## src/rtl/acc_mcu_param.sv

```systemverilog
// Parameterised accumulator micro-controller: two-cycle FETCH/EXECUTE core, RAM with memory-mapped I/O.
// Optional full-state scan chain enabled by defining ACC_MCU_PARAM_SCAN_EN.
module acc_mcu_param #(
    parameter int DATA_WIDTH = 8,
    parameter int ADDR_WIDTH = 5,
    parameter int IO_WIDTH   = 7
) (
    input  logic                clk,
    input  logic                rst,
    input  logic                scan_enable,
    input  logic                scan_in,
    output logic                scan_out,
    input  logic                proc_en,
    output logic                halt,
    input  logic                btn_in,
    output logic [IO_WIDTH-1:0] led_out
);

    localparam int RAM_WORDS = (2 ** ADDR_WIDTH) - 1;
    localparam logic [ADDR_WIDTH-1:0] IO_ADDR = {ADDR_WIDTH{1'b1}};

    localparam logic [2:0] OP_LDA = 3'b000;
    localparam logic [2:0] OP_STA = 3'b001;
    localparam logic [2:0] OP_ADD = 3'b010;
    localparam logic [2:0] OP_SUB = 3'b011;
    localparam logic [2:0] OP_AND = 3'b100;
    localparam logic [2:0] OP_JMP = 3'b101;
    localparam logic [2:0] OP_JZ  = 3'b110;
    localparam logic [2:0] OP_HLT = 3'b111;

    typedef enum logic [1:0] {
        FETCH   = 2'b00,
        EXECUTE = 2'b01,
        HALTED  = 2'b10
    } state_e;

    state_e                  fsm_q, fsm_d;
    logic [ADDR_WIDTH-1:0]   pc_q, pc_d;
    logic [DATA_WIDTH-1:0]   ir_q, ir_d;
    logic [DATA_WIDTH-1:0]   acc_q, acc_d;
    logic                    cf_q, cf_d;
    logic [DATA_WIDTH-1:0]   mem_q [RAM_WORDS];
    logic [DATA_WIDTH-1:0]   mem_d [RAM_WORDS];
    logic [IO_WIDTH-1:0]     led_q, led_d;

    logic [2:0]              opcode;
    logic [ADDR_WIDTH-1:0]   operand;
    logic [DATA_WIDTH-1:0]   btn_ext;
    logic [DATA_WIDTH-1:0]   fetch_data;
    logic [DATA_WIDTH-1:0]   oper_data;
    logic                    zf;
    logic [DATA_WIDTH:0]     alu_res;

    assign opcode  = ir_q[DATA_WIDTH-1:DATA_WIDTH-3];
    assign operand = ir_q[ADDR_WIDTH-1:0];
    assign btn_ext = DATA_WIDTH'(btn_in);
    assign zf      = (acc_q == '0);

    // The top address has no RAM word behind it; reads see the button instead.
    assign fetch_data = (pc_q == IO_ADDR)    ? btn_ext : mem_q[pc_q];
    assign oper_data  = (operand == IO_ADDR) ? btn_ext : mem_q[operand];

    assign halt    = (fsm_q == HALTED);
    assign led_out = led_q;

`ifdef ACC_MCU_PARAM_SCAN_EN
    assign scan_out = led_q[IO_WIDTH-1];
`else
    logic unused_scan;
    assign unused_scan = scan_enable ^ scan_in;
    assign scan_out    = 1'b0;
`endif

    always_comb begin
        fsm_d   = fsm_q;
        pc_d    = pc_q;
        ir_d    = ir_q;
        acc_d   = acc_q;
        cf_d    = cf_q;
        mem_d   = mem_q;
        led_d   = led_q;
        alu_res = '0;
`ifdef ACC_MCU_PARAM_SCAN_EN
        // Shift mode wins over execution; each element's MSB feeds the next element's LSB.
        if (scan_enable) begin
            fsm_d       = state_e'({fsm_q[0], scan_in});
            pc_d        = pc_q << 1;
            pc_d[0]     = fsm_q[1];
            ir_d        = ir_q << 1;
            ir_d[0]     = pc_q[ADDR_WIDTH-1];
            acc_d       = acc_q << 1;
            acc_d[0]    = ir_q[DATA_WIDTH-1];
            cf_d        = acc_q[DATA_WIDTH-1];
            mem_d[0]    = mem_q[0] << 1;
            mem_d[0][0] = cf_q;
            for (int i = 1; i < RAM_WORDS; i++) begin
                mem_d[i]    = mem_q[i] << 1;
                mem_d[i][0] = mem_q[i-1][DATA_WIDTH-1];
            end
            led_d    = led_q << 1;
            led_d[0] = mem_q[RAM_WORDS-1][DATA_WIDTH-1];
        end else
`endif
        if (proc_en) begin
            case (fsm_q)
                FETCH: begin
                    ir_d  = fetch_data;
                    pc_d  = pc_q + 1'b1;
                    fsm_d = EXECUTE;
                end
                EXECUTE: begin
                    fsm_d = FETCH;
                    case (opcode)
                        OP_LDA: acc_d = oper_data;
                        OP_STA: begin
                            if (operand == IO_ADDR) led_d = acc_q[IO_WIDTH-1:0];
                            else                    mem_d[operand] = acc_q;
                        end
                        OP_ADD: begin
                            alu_res       = {1'b0, acc_q} + {1'b0, oper_data};
                            {cf_d, acc_d} = alu_res;
                        end
                        OP_SUB: begin
                            alu_res       = {1'b0, acc_q} - {1'b0, oper_data};
                            {cf_d, acc_d} = alu_res;
                        end
                        OP_AND: acc_d = acc_q & oper_data;
                        OP_JMP: pc_d  = operand;
                        OP_JZ:  if (zf) pc_d = operand;
                        OP_HLT: fsm_d = HALTED;
                        default: fsm_d = FETCH;
                    endcase
                end
                HALTED: fsm_d = HALTED;
                default: fsm_d = FETCH;
            endcase
        end
    end

    always_ff @(posedge clk or posedge rst) begin
        if (rst) begin
            fsm_q <= FETCH;
            pc_q  <= '0;
            ir_q  <= '0;
            acc_q <= '0;
            cf_q  <= 1'b0;
            mem_q <= '{default: '0};
            led_q <= '0;
        end else begin
            fsm_q <= fsm_d;
            pc_q  <= pc_d;
            ir_q  <= ir_d;
            acc_q <= acc_d;
            cf_q  <= cf_d;
            mem_q <= mem_d;
            led_q <= led_d;
        end
    end

endmodule

```

## config.mk

```make
export PLATFORM = sky130hd
export DESIGN_NAME = acc_mcu_param
export DESIGN_NICKNAME = d
export VERILOG_FILES = /design/src/rtl/acc_mcu_param.sv
export SDC_FILE = /design/constraint.sdc
export NUM_CORES = 1
export LEC_CHECK = 0
export CAP_MARGIN = 20
export CORE_MARGIN = 5
export CORE_UTILIZATION = 40
export DETAILED_ROUTE_END_ITERATION = 10
export PLACE_DENSITY = 0.58
export REMOVE_ABC_BUFFERS = 1
export SLEW_MARGIN = 20
export SYNTH_ARGS = -nofsm -noshare
export SYNTH_HDL_FRONTEND = slang
export SYNTH_SLANG_ARGS = --single-unit
```

## constraint.sdc

```tcl
create_clock -name clk -period 16.5 [get_ports clk]
set_input_delay 3.3 -clock clk [delete_from_list [all_inputs] [get_ports clk]]
set_output_delay 3.3 -clock clk [all_outputs]
set_load 0.03 [all_outputs]
```

* After elaboration in Yosys (flattened, before gate mapping)
Cells that the tools add are included.
** Word-level totals
- Flip-flop bits (word level) :: 278
- Logic and storage cells :: 87
- Input port bits :: 6
- Output and inout port bits :: 9
** Cells by class
- Equal/unequal tests :: 13
- Bitwise gates (word level) :: 4
- Reduce and logical (&&, ||, !) cells :: 11
- $add $sub $neg :: 3
- Magnitude comparators :: 3
- Multiplexer cells :: 17
** Operators with widths (count)
- 248-bit bitwise mux :: 1
- 8-bit binary-select mux with 5-bit select :: 2
- 8-bit 2-to-1 mux :: 7
- 8-bit demux with 5-bit select :: 1
- 8-bit case mux with 4 select lines :: 1
- 5-bit case mux with 2 select lines :: 2
- 3-bit equality test, second input constant :: 4
- 6-bit greater-or-equal comparator, second input constant :: 2
- 5-bit inverter with 6-bit output :: 2
- 4-bit AND reduction :: 3
- 5-bit equality test, second input constant :: 2
- 8-bit adder :: 1
- 8-bit AND :: 1
- 8-bit logical NOT :: 1
- 8-bit subtractor :: 1
- 3-bit by 2-bit equality test with 1-bit output, second input constant :: 2
- 6-bit by 1-bit < comparator with 1-bit output, second input constant :: 1
- 2-bit case mux with 3 select lines :: 1
- 5-bit by 1-bit adder with 5-bit output, second input constant :: 1
- 5-bit 2-to-1 mux :: 1
- 4-bit nonzero test :: 1
- 3-bit by 1-bit equality test with 1-bit output, second input constant :: 1
- 3-bit logical NOT :: 1
- 3-bit by 2-bit inequality test with 1-bit output, second input constant :: 1
- other kinds (10) :: 10

* Depth between registers and ports, before layout
Gate-level depths: netlist of run 1.
- Depth in word-level cells :: 7
- Gate-level depth with buffers :: 19
- Gate-level depth less buffers :: 16

* Least setup slack after synthesis of run 1
OpenSTA, ideal clock, no wires.
- Path kind :: input port to flip-flop
- Start point :: input btn_in
- End point :: register acc_q[7]
- Path slack :: 10.738 ns
- Data required time :: 16.418 ns
- Arrival time :: 5.680 ns
- Setup time :: 0.082 ns
- Path buffers :: 0
- Stages :: 12
- Path through :: nor3_1 o221ai_2 inv_1 ha_1 o2111ai_1 o41ai_1 xor2_1 ha_1 o41ai_1 xnor3_1 a21o_1 a31oi_1
** On the way
- Cells in the longest elaborated chain, start to end :: 3
- Elaborated cells between the ends (all ways) :: 4
- Those cells by class :: add/sub: 2; mux: 2
** Ends and longest elaborated chain
- start, declared :: line 15 : input logic btn_in,
- 8-bit 2-to-1 mux (*) :: line 61 : assign oper_data = (operand == IO_ADDR) ? btn_ext : mem_q[operand];
- 8-bit subtractor or 8-bit adder (tied branches) :: line 124, 120
- 8-bit case mux with 4 select lines (*) :: line 113 : case (opcode)
- end signal, assigned :: line 145 : acc_q <= '0;
- end signal, assigned :: line 153 : acc_q <= acc_d;
- end, declared :: line 40 : logic [DATA_WIDTH-1:0] acc_q, acc_d;
Every way passes the cells marked *; elsewhere a longest branch is shown, timed or not.
A chain may end at the register's enable or synchronous reset.

* Worst setup path in the final report of run 1
Same ends and word-level chain as after synthesis.

==> impl_metrics.toml, run 1 <==
[global_route]
grt_pass1_vias = 10500
grt_max_degree = 146
antenna_found_initial = 0
grt_usage_pct = 21.5
grt_first_pass_wirelength_mm = 68.8
overflow = 0

[finish]
post-route-util_pct = 44.5
syn2layout_area_growth_pct = 9.71
finalNetCount = 1245
layout-drive-gt1-share_pct = 26.8
final_area_sq_mm = 0.0168
fin_cells = 1761
antenna_cells = 0

[setup_path]
cp_cell_sequence = "clkdlybuf4s50_1, nor3_1, o221ai_2, inv_1, ha_1, o2111ai_1, o41ai_1, xor2_1, ha_1, o41ai_1, xnor3_1, a21o_1, a31oi_1"
r2r-end = "acc_q[7]"
critPathArrivalTime_ns = 6.74
r2r_start = "ir_q[0]"
cp-startpoint = "btn_in"
cp-end-kind = "register"
cp_max_fo = 5
slowest_stage = "o41ai_1"
worstPathRequired_ns = 17.00
crit_type = "input port to register"
startpoint_type = "input port"
r2r_setup_slack_ns = 10.77
worstSetupEndpoint = "acc_q[7]"
r2r_cells = 15
slowest_delay_ns = 0.48

[sta]
maxSlewHeadroom_pct = 19.2
finalSetupViolations = 0
finalHoldViolCount = 0
tns_ns = 0
report.final.slew_viol_count = 0
grt_setup_unrepaired = "false"
max_freq_mhz = 160
worstMarginPinSlew_ns = 1.21
period_minus_slack_ns = 6.24
period_share_pct = 37.8
fin_skew_ns = 0.0165

[routing]
routed_via_density = 5.96
routed_wl_mm = 45.1
antenna_left = 0
dr.first_iter.drc_count = 1027
wire_per_inst_microns = 25.6
drc_errors = 0
drt_pass1_iterations = 7
vias = 10500

[clock_tree]
clock_latency_ns = 0.59
clock_path_buffers = 3
clkSinkCount = 278
cts_tree = "done"
ctsResizeCount = 0
cts_htree_levels = 1
cts_inserted_buffers = 31
root_buffer = "clkbuf_16"
cts.clk_slew.worst_paths_ns = 0.06
postCtsSetupBuffers = 0
cts_hold_buf = 0

[power_and_ir_drop]
powerDensity_mw_per_mm2 = 97.9
ir_drop_v = 0.0000813
p_total_mw = 1.64
p_leak_nw = 6.84

[run_status]
status = "finished clean"

[yosys]
ys_types = 66
synthTopCellsByArea = "dfrtp_1 45%, mux2_2 12%, mux4_2 11%"
synthesis.area_sq_mm = 0.0153
synth_top_area_cell = "dfrtp_1"
avgSynthCellArea_sq_um = 12.1
synth-seq-cells = 278
synthCells = 1269
ys_dominant_reg_cell = "dfrtp_1"
ys_warn_count = 0
async_flop_share_pct = 100
synth_edf_count = 0
synth.top_cell.area_share_pct = 45.4
ys_seq_area_share_pct = 45.4

[min_path]
hp-class = "register to register"

[floorplanning]
placeableCoreArea_sq_mm = 0.0378
die_w_microns = 206
start_util_pct = 40.6
ios = 15
die-height_microns = 206
die_area_sq_mm = 0.0423
placementRows = 71

[placed_design]
dp_cells = 1705
place_congestion = 0.862
placed_cell_area_sq_mm = 0.0157
numPortBuffers = 11
dpl.hpwl_mm = 30.1

[job]
max_cap_violations = 0
power breakdown:
part	switching (mW)	internal [mW]	total, mW
sequential	0.0368	0.688	0.725
clock	0.290	0.438	0.728
combinational	0.117	0.0749	0.192
total	0.444	1.20	1.64
worst min path at each step:
stage | start | endpoint | slack, ns | cells past startpoint
floorplan | mem_q[192] | mem_q[192] | 0.46 | 2
global placement | mem_q[224] | mem_q[224] | 0.48 | 2
detailed placement | mem_q[192] | mem_q[192] | 0.49 | 2
CTS | mem_q[192] | mem_q[192] | 0.50 | 2
global route | mem_q[70] | mem_q[70] | 0.52 | 1
finish | mem_q[198] | mem_q[198] | 0.50 | 2
cells in the mapped netlist (all sizes together), types with 6 or more instances:
| master | instances |
|---|---|
| dfrtp | 278 |
| mux2 | 170 |
| mux2i | 132 |
| nand2 | 128 |
| o21ai | 116 |
| mux4 | 76 |
| clkbuf | 61 |
| o22ai | 58 |
| buf | 46 |
| nor2 | 33 |
| a21oi | 22 |
| nor3 | 18 |
| inv | 17 |
| ha | 11 |
| nand3 | 11 |
| nor2b | 11 |
| nor4 | 9 |
| nand4bb | 6 |
| o211ai | 6 |
routing by layer:
| layer | vias to the layer above | GRT usage, % | routed length [microns] |
|---|---|---|---|
| met5 | - | 0 | 0 |
| met4 | 0 | 5.41 | 1270 |
| met3 | 77 | 2.92 | 2460 |
| met2 | 313 | 34.2 | 21300 |
| met1 | 5461 | 31.2 | 20100 |
| li1 | 4645 | - | - |
flip-flops by register name (all words and copies together), names as in the netlist:
register / count
acc_q: 8
pc_q: 5
fsm_q: 2
mem_q: 248
ir_q: 8
led_out: 7
cell type report:
type	instances	area [sq um]
inverters	17	76.3
clock inverters	8	136
multi-input cells	867	7760
well taps	511	639
repair buffers	32	284
flip-flops and latches	278	6970
fillers	3504	21000
clock buffers	48	940
layout by cell type (no fill, tap or decap), types with 6 or more instances in the layout:
master	count
nand4bb_1	6
o22ai_1	58
ha_1	11
inv_1	15
mux2i_1	132
a21oi_1	22
nor3_1	15
nand3_1	10
dfrtp_1	275
clkbuf_1	7
mux2_1	12
clkbuf_16	31
nor2b_1	10
clkdlybuf4s50_1	11
buf_4	19
mux2_2	158
nand2_1	128
nor2_1	26
o21ai_0	116
mux4_2	76
nor2_2	7
clkbuf_8	10
kinds of logic after synthesis:
| group | synth area share, % |
|---|---|
| AOI/OAI and AO/OA | 8.77 |
| xor gates and xnor gates | 0.662 |
| DFF | 45.4 |
| buffers and inverters | 3.93 |
| other | 0.0245 |
| and+or+nand+nor | 7.85 |
| adders and majority gates | 1.03 |
| muxes | 32.3 |
through the flow:
step           hold slack [ns]  setup WS (ns)
6_report                 0.500          10.26
5_1_grt                  0.522          10.03
4_1_cts                  0.500          10.29
3_5_place_dp             0.487           9.72
3_3_place_gp             0.478           9.65
2_1_floorplan            0.461           5.53
worst max-delay path: cells and delay by family:
family | cells | cell delay [ns]
AND/OR/NAND/NOR | 1 | 0.28
adder cells (fa/ha/maj) | 2 | 0.42
XOR/XNOR | 2 | 0.44
buffers and inverters | 2 | 0.57
AO/OA/AOI/OAI | 6 | 1.74
Note: power is estimated with default switching activity, not from simulation.
==> run 2: changes to the inputs <==
--- a/config.mk
+++ b/config.mk
@@ -9,7 +9,7 @@
 export CORE_MARGIN = 5
 export CORE_UTILIZATION = 40
 export DETAILED_ROUTE_END_ITERATION = 10
-export PLACE_DENSITY = 0.58
+export PLACE_DENSITY = 0.6
 export REMOVE_ABC_BUFFERS = 1
 export SLEW_MARGIN = 20
 export SYNTH_ARGS = -nofsm -noshare
==> constraint.sdc (replaced) <==
create_clock -name clk -period 5.4 [get_ports clk]
set_input_delay 1.08 -clock clk [delete_from_list [all_inputs] [get_ports clk]]
set_output_delay 1.08 -clock clk [all_outputs]
set_load 0.03 [all_outputs]
==> run 2 against run 1 <==
  * Cell area up 0.83%
  * Worst setup slack worse by 9.6 ns
  * Final cell count up 0.91%
  * First-iteration DRC count down 11%
  * Sequential share of layout area down 0.34 points
  * Clock-buffer cell count down 2
  * Utilization up 0.37 points
  * Flip-flop and latch count unchanged
  * Critical path depth up 2
  * Global-route usage up 0.19 points
  * Non-clock buffer count up 18
  * Sequential power rose to 3.1 times the previous value
==> impl_metrics.toml, run 2 (synthesis gave the netlist of run 1 again) <==
[run_status]
status = "finished clean"

[job]
max_cap_violations = 0

[clock_tree]
clock_latency_ns = 0.52
cts_hold_buf = 0
cts_htree_levels = 2
clkSinkCount = 278
postCtsSetupBuffers = 0
cts_tree = "done"
root_buffer = "clkbuf_16"
cts.clk_slew.worst_paths_ns = 0.06
cts_inserted_buffers = 34
ctsResizeCount = 0
clock_path_buffers = 3

[routing]
routed_wl_mm = 45.4
dr.first_iter.drc_count = 912
drc_errors = 0
drt_pass1_iterations = 5
vias = 10700
antenna_left = 0
routed_via_density = 6.02
wire_per_inst_microns = 25.6

[sta]
max_freq_mhz = 211
setup_ws_ns = 0.668
finalSetupViolations = 0
period_minus_slack_ns = 4.73
grt_setup_unrepaired = "false"
tns_ns = 0
timing.hold.ws_ns = 0.500
report.final.slew_viol_count = 0
finalHoldViolCount = 0
maxSlewHeadroom_pct = 30.5
worstMarginPinSlew_ns = 1.04
period_share_pct = 87.6
fin_skew_ns = 0.0139

[power_and_ir_drop]
p_leak_nw = 6.93
powerDensity_mw_per_mm2 = 296
p_total_mw = 5.02
ir_drop_v = 0.000246

[floorplanning]
die-height_microns = 206
die_area_sq_mm = 0.0423
placeableCoreArea_sq_mm = 0.0378
die_w_microns = 206
placementRows = 71
start_util_pct = 40.6
ios = 15

[finish]
layout-drive-gt1-share_pct = 27.7
final_area_sq_mm = 0.0169
largest_reg_flops = 248
largest-register = "mem_q"
post-route-util_pct = 44.9
fin_cells = 1777
final_common_cell = "dfrtp_1"
finalNetCount = 1266
nFillCells = 3503
reg_top3 = "mem_q: 248 flops, acc_q: 8 flops, ir_q: 8 flops"
antenna_cells = 0
syn2layout_area_growth_pct = 10.6
mostFrequentLayoutCells = "274 x dfrtp_1, 158 x mux2_2, 132 x mux2i_1"

[global_route]
grt_max_degree = 83
overflow = 0
grt_usage_pct = 21.7
grt_pass1_vias = 10600
grt_first_pass_wirelength_mm = 69.2
antenna_found_initial = 1

[setup_path]
cp_common_cell = "ha_1"
cp-end-kind = "register"
cp_max_fo = 25
critPathArrivalTime_ns = 5.17
crit_type = "register to register"
startpoint_type = "register"
worstPathRequired_ns = 5.83
slowest_delay_ns = 0.89
slowest_stage = "dfrtp_1"
cp_cell_sequence = "nand4bb_1, o22ai_1, nor4_1, o221ai_2, inv_1, ha_1, mux2i_1, ha_1, nor2b_1, o21ai_0, a21oi_1, o41ai_1, xnor3_1, a21o_1, a31oi_1"

[placed_design]
dpl.hpwl_mm = 31.2
placed_cell_area_sq_mm = 0.0159
place_congestion = 0.889
dp_cells = 1723
numPortBuffers = 11
place_ws_ns = 0.731

[min_path]
hp-class = "register to register"
==> run 2: cell count changes in the layout (fill, tap and decap cells not counted), sizes merged <==
cell      change
buf          +18
bufinv        -1
clkbuf        -2
clkinvlp      +1
==> run 2: final timing paths <==
path	start	to	slack, ns	cells after the start
worst max-delay path	ir_q[2]	acc_q[7]	0.67	15
worst min-delay path	mem_q[100]	mem_q[100]	0.50	2
worst max register to register	ir_q[2]	acc_q[7]	0.67	15
worst min register to register	mem_q[100]	mem_q[100]	0.50	2
max in group asynchronous	rst	mem_q[117]	3.24	3
min in group asynchronous	rst	mem_q[181]	1.07	2
==> run 2: layer usage <==
metal	GRT usage, %	wire length, microns	part of all wire [%]	vias to the layer above
met5	0	7	0.015	-
li1	-	-	-	4680
met3	3.42	2650	5.8	94
met4	6.65	1450	3.2	2
met2	34.5	21300	47	364
met1	30.7	20000	44	5556
==> run 2: where the power goes <==
part	internal (mW)	leakage (nW)	switching, mW	total, mW
Clock	1.33	0.517	0.878	2.21
Sequential	2.10	3.87	0.170	2.27
Combinational	0.240	2.54	0.300	0.540
==> run 2: layout make-up <==
cell class	count	area, sq um	area share (%)
inverters	17	71.3	0.421
well taps	511	639	3.77
multi-input cells	867	7750	45.8
clock inverters	8	96.3	0.569
flip-flops and latches	278	6970	41.1
repair buffers	50	453	2.67
clock buffers	46	957	5.65
==> run 2: worst max-delay path: cells and delay by family, from the launching register on <==
family	cells	cell delay [ns]
AOI/OAI and AO/OA	7	1.73
xor gates and xnor gates	1	0.30
adders and majority gates	2	0.56
buffers and inverters	1	0.10
DFF	1	0.89
muxes	1	0.26
and+or+nand+nor	3	0.80
